===== src/rtl/instruction_fetch.sv =====
// instruction_fetch: IF stage with byte-loaded instruction memory and IF/ID register.
// Ports: i_pc/i_pc4 fetch address, i_stall/i_flush/i_halt IF/ID control, i_load_* debug loader; o_instr/o_pc4 IF/ID, o_halt_fetched, o_load_* loader status.
module instruction_fetch #(
  parameter int          MEM_WORDS  = 64,
  parameter logic [31:0] HALT_INSTR = 32'hFFFFFFFF,
  parameter logic [31:0] NOP_INSTR  = 32'h00000000
) (
  input  logic                       i_clk,
  input  logic                       i_reset,
  input  logic [31:0]                i_pc,
  input  logic [31:0]                i_pc4,
  input  logic                       i_stall,
  input  logic                       i_flush,
  input  logic                       i_halt,
  input  logic                       i_load_en,
  input  logic [7:0]                 i_load_byte,
  input  logic                       i_load_clear,
  output logic [31:0]                o_instr,
  output logic [31:0]                o_pc4,
  output logic                       o_halt_fetched,
  output logic                       o_load_word_done,
  output logic [$clog2(MEM_WORDS):0] o_load_count
);

  localparam int AW = $clog2(MEM_WORDS);
  localparam int CW = AW + 1;

  typedef enum logic {S_IDLE, S_ASSEMBLE} state_t;

  state_t        r_state;
  logic [1:0]    r_byte_cnt;
  logic [23:0]   r_shift;
  logic [AW-1:0] r_load_ptr;
  logic [31:0]   r_mem [MEM_WORDS];

  logic [AW-1:0] w_rd_addr;
  logic [31:0]   w_fetch;
  logic [31:0]   w_wr_data;
  logic          w_wr_en;
  logic          w_unused;

  assign w_rd_addr      = i_pc[AW+1:2];
  assign w_fetch        = r_mem[w_rd_addr];
  assign o_halt_fetched = (w_fetch == HALT_INSTR);
  assign w_unused       = &{1'b0, i_pc[31:AW+2], i_pc[1:0]};

  // The fourth byte completes the word; clear drops a coincident byte.
  assign w_wr_en   = i_load_en && !i_load_clear
                   && (r_byte_cnt == 2'd3);
  assign w_wr_data = {r_shift, i_load_byte};

  // Memory has no reset so a loaded program survives reset.
  always_ff @(posedge i_clk) begin
    if (w_wr_en) begin
      r_mem[r_load_ptr] <= w_wr_data;
    end
  end

  always_ff @(posedge i_clk or negedge i_reset) begin
    if (!i_reset) begin
      o_instr <= NOP_INSTR;
      o_pc4   <= '0;
    end else if (i_flush) begin
      o_instr <= NOP_INSTR;
      o_pc4   <= i_pc4;
    end else if (!(i_stall || i_halt)) begin
      o_instr <= w_fetch;
      o_pc4   <= i_pc4;
    end
  end

  always_ff @(posedge i_clk or negedge i_reset) begin
    if (!i_reset) begin
      r_state          <= S_IDLE;
      r_byte_cnt       <= 2'd0;
      r_shift          <= '0;
      r_load_ptr       <= '0;
      o_load_count     <= '0;
      o_load_word_done <= 1'b0;
    end else begin
      o_load_word_done <= 1'b0;
      if (i_load_clear) begin
        r_state      <= S_IDLE;
        r_byte_cnt   <= 2'd0;
        r_shift      <= '0;
        r_load_ptr   <= '0;
        o_load_count <= '0;
      end else if (i_load_en) begin
        unique case (r_state)
          S_IDLE: begin
            r_state    <= S_ASSEMBLE;
            r_byte_cnt <= 2'd1;
            r_shift    <= {16'h0, i_load_byte};
          end
          S_ASSEMBLE: begin
            if (r_byte_cnt == 2'd3) begin
              r_state          <= S_IDLE;
              r_byte_cnt       <= 2'd0;
              r_load_ptr       <= r_load_ptr + 1'b1;
              o_load_word_done <= 1'b1;
              if (o_load_count != CW'(MEM_WORDS)) begin
                o_load_count <= o_load_count + 1'b1;
              end
            end else begin
              r_byte_cnt <= r_byte_cnt + 2'd1;
              r_shift    <= {r_shift[15:0], i_load_byte};
            end
          end
        endcase
      end
    end
  end

endmodule


===== config.mk =====
export PLATFORM = sky130hd
export DESIGN_NAME = instruction_fetch
export DESIGN_NICKNAME = d
export VERILOG_FILES = /design/src/rtl/instruction_fetch.sv
export SDC_FILE = /design/constraint.sdc
export NUM_CORES = 2
export LEC_CHECK = 0
export BUFFER_PORTS_ARGS = -buffer_cell sky130_fd_sc_hd__clkbuf_2
export CAP_MARGIN = 10
export CORE_MARGIN = 5
export CORE_UTILIZATION = 55
export DETAILED_ROUTE_END_ITERATION = 16
export PLACE_DENSITY_LB_ADDON = 0.25
export SYNTH_ARGS = -nofsm -noshare
export SYNTH_HDL_FRONTEND = slang
export SYNTH_SLANG_ARGS = --single-unit

===== constraint.sdc =====
create_clock -name i_clk -period 10.7 [get_ports i_clk]
set_input_delay 1.605 -clock i_clk [delete_from_list [all_inputs] [get_ports i_clk]]
set_output_delay 1.605 -clock i_clk [all_outputs]
set_load 0.1 [all_outputs]

==> impl_metrics.toml <==
[run_status]
status = "complete, no violations"

[placement]
gp_congestion = 0.808
io_buffers = 125
detailedPlacementHpwl_um = 112000
dp.cells = 5840

[layout]
stdcell_count = 6226
drive_gt1_share_pct = 27.1
nets = 4117
fillers = 10269
layout_commonest_cell = "edfxtp_1"
layout_common_cells = "edfxtp_1 (2,048), mux4_2 (436), clkbuf_16 (210)"
syn2layout_area_growth_pct = 11.6

[critical_path]
crit_fanout = 128
required_ns = 9.10
crit_arrival_ns = 6.37
criticalPathCategory = "input pin to output port"
endpoint_kind = "output port"
cp-start-kind = "input pin"

[drt]
vias = 41264
ant_nets = 0
wirelength_um = 210000
route.detailed.drc = 0
viasPerCell = 6.63
drtIter0Drc = 5418
post_drt_wl_per_cell_um = 33.8
first_pass_iters = 5

[yosys]
yosys_warnings = 0
synth_top_area_share_pct = 74.0
synth_edf_count = 2048
netlist_area_um2 = 83100
syn_area_per_cell_um2 = 21.9
yosys-top-cells-area = "edfxtp_1 (74%), mux4_2 (12%), dfrtp_1 (3.2%)"
netlist_instances = 3795
yosysUniqueCellTypes = 80
ys_async_sr_fraction_pct = 4.88
syn_nets = 3878
synth-seq-cells = 2153
ys_seq_area_share_pct = 77.2
synth_ff_type = "edfxtp_1"
yosysTopAreaCell = "edfxtp_1"

[global_routing]
grt_max_degree = 129
grtUsageTotal_pct = 26.6
grt_overflow = 0
grt_pass1_wl_um = 300000
antenna_found_initial = 1
grt_pass1_vias = 41200

[clock_tree]
post_cts_buffers = 0
clk_latency_ns = 0.82
cts.sinks = 2153
cts_hold_repair.buffers = 0
cts_buffers = 207
htreeDepth = 4
cts_root_buf = "clkbuf_16"
clk_path_buf_depth = 3
cts.clk_slew.worst_paths_ns = 0.06
cts_resized = 0
cts_tree = "done"

[timing]
hold_ws_ns = 0.486
setup_viol = 0
tns_ns = 0
min_period_ns = 7.98
slew_violations = 0
final-hold-violation-count = 0
fmax_mhz = 125
rsz0062_at_grt = "false"
worst_slew_pin_slew_ns = 1.27
relSlewSlack_pct = 15.3
fin_crit_sh_pct = 74.6
clock_skew_ns = 0.0267

[pwr]
p_per_area_nw_per_um2 = 183
ir_worst_vdd_mv = 0.120
p_seq_share_pct = 54.4
p_clk_share_pct = 40.8
cellLeakagePower_nw = 28.0
swShare_pct = 21.4
switchingPower_w = 0.00364
comb_power_share_pct = 4.8
p_int_w = 0.0134

[die]
die_width_um = 399
die_area_um2 = 159000
die_h_um = 399
ioPinCount = 152
start_util_pct = 55.4
fp-row-count = 142
design.core.area_um2 = 150000

[run]
max-cap-violations = 0

[hold_path]
hp-class = "flop to flop"
final cells by class:
| type | instances | area, um2 | area share [%] |
|---|---|---|---|
| well taps | 2016 | 2520 | 2.72 |
| multi-input cells | 1416 | 17900 | 19.3 |
| inverters | 8 | 31.3 | 0.0337 |
| flip-flops and latches | 2153 | 64200 | 69.1 |
| clock inverters | 115 | 866 | 0.933 |
| repair buffers | 248 | 1740 | 1.87 |
| clock buffers | 268 | 5540 | 5.97 |
| diodes | 2 | 5.00 | 0.00539 |
layer usage:
layer	up-vias	share of wire (%)	track usage (%)
met1	22004	38	38.4
met5	-	0	0.123
met2	2411	48	41.3
li1	16530	-	-
met4	0	3.0	7.93
met3	319	11	6.29
worst paths after layout:
kind | start | endpoint | slack, ns | depth (start not counted)
setup reg to reg | r_byte_cnt[0] | r_mem[62][11] | 7.03 | 6
hold reg to reg | o_instr[3] | o_instr[3] | 0.49 | 2
max in group asynchronous | i_reset | r_shift[14] | 8.53 | 2
setup / recovery | i_pc[4] | o_halt_fetched | 2.72 | 11
hold / removal | o_instr[3] | o_instr[3] | 0.49 | 2
min in group asynchronous | i_reset | o_pc4[5] | 0.73 | 1
registers in the layout (all words and copies together), names as in the netlist:
signal,flops
o_load_count,7
r_mem,2048
o_load_word_done,1
r_byte_cnt,2
r_shift,24
o_pc4,32
r_load_ptr,6
o_instr,32
r_state,1
kinds of logic after synthesis:
| family | Yosys count | synth area share (%) |
|---|---|---|
| DFF | 2153 | 77.2 |
| muxes | 686 | 15.5 |
| AOI/OAI and AO/OA | 399 | 3.38 |
| and+or+nand+nor | 318 | 1.90 |
| buffers and inverters | 226 | 1.90 |
| xor gates and xnor gates | 9 | 0.0949 |
| adders and majority gates | 4 | 0.0602 |
power groups by stage:
stage | Clock [W] | Combinational (W) | Sequential (W)
2_1_floorplan | 0 | 0.000413 | 0.00955
3_3_place_gp | 0 | 0.000806 | 0.00942
3_5_place_dp | 0 | 0.000812 | 0.00943
4_1_cts | 0.00702 | 0.000814 | 0.00925
5_1_grt | 0.00738 | 0.000850 | 0.00925
6_report | 0.00694 | 0.000813 | 0.00925
critical path, cell delays in order:
cell      delay, ns
buf_8          0.35
buf_12         0.67
mux4_2         0.35
mux2i_1        0.09
a221oi_1       0.47
a31oi_1        0.19
nor3_1         0.96
and4_2         0.40
nand4_1        0.12
nor4_2         0.48
clkbuf_2       0.54
stage by stage:
step | total power, W | utilization (%) | setup WS [ns] | area (um2)
after global routing | 0.0175 | 61.9 | 2.55 | 92800
after floorplan | 0.00996 | - | 3.74 | 83100
after detailed placement | 0.0102 | 57.6 | 2.74 | 86400
final | 0.0170 | 61.9 | 2.72 | 92800
after CTS | 0.0171 | 61.9 | 2.73 | 92800
after global placement | 0.0102 | 57.6 | 2.75 | 86400
Yosys cell counts, types with 7 or more instances:
cell type  instances
inv_1              7
edfxtp_1        2048
buf_2             48
buf_6             25
nor3_1            20
nand3_1           22
a221oi_1          15
mux2_2            55
nor2_1           103
o31ai_1           10
nand4_1           11
a311oi_1           7
buf_4             41
a22o_1            48
buf_8             18
mux4_2           436
nand2b_1          19
mux2i_1          164
buf_1              8
a211oi_1          27
nand2_1           63
o221ai_1          27
nor2b_1           37
o22ai_1           46
dfrtp_1          105
a21oi_1           72
o21ai_0           44
a22oi_1           69
clkbuf_1          68
mux4_1            30
Power figures use the tool's default switching activity.
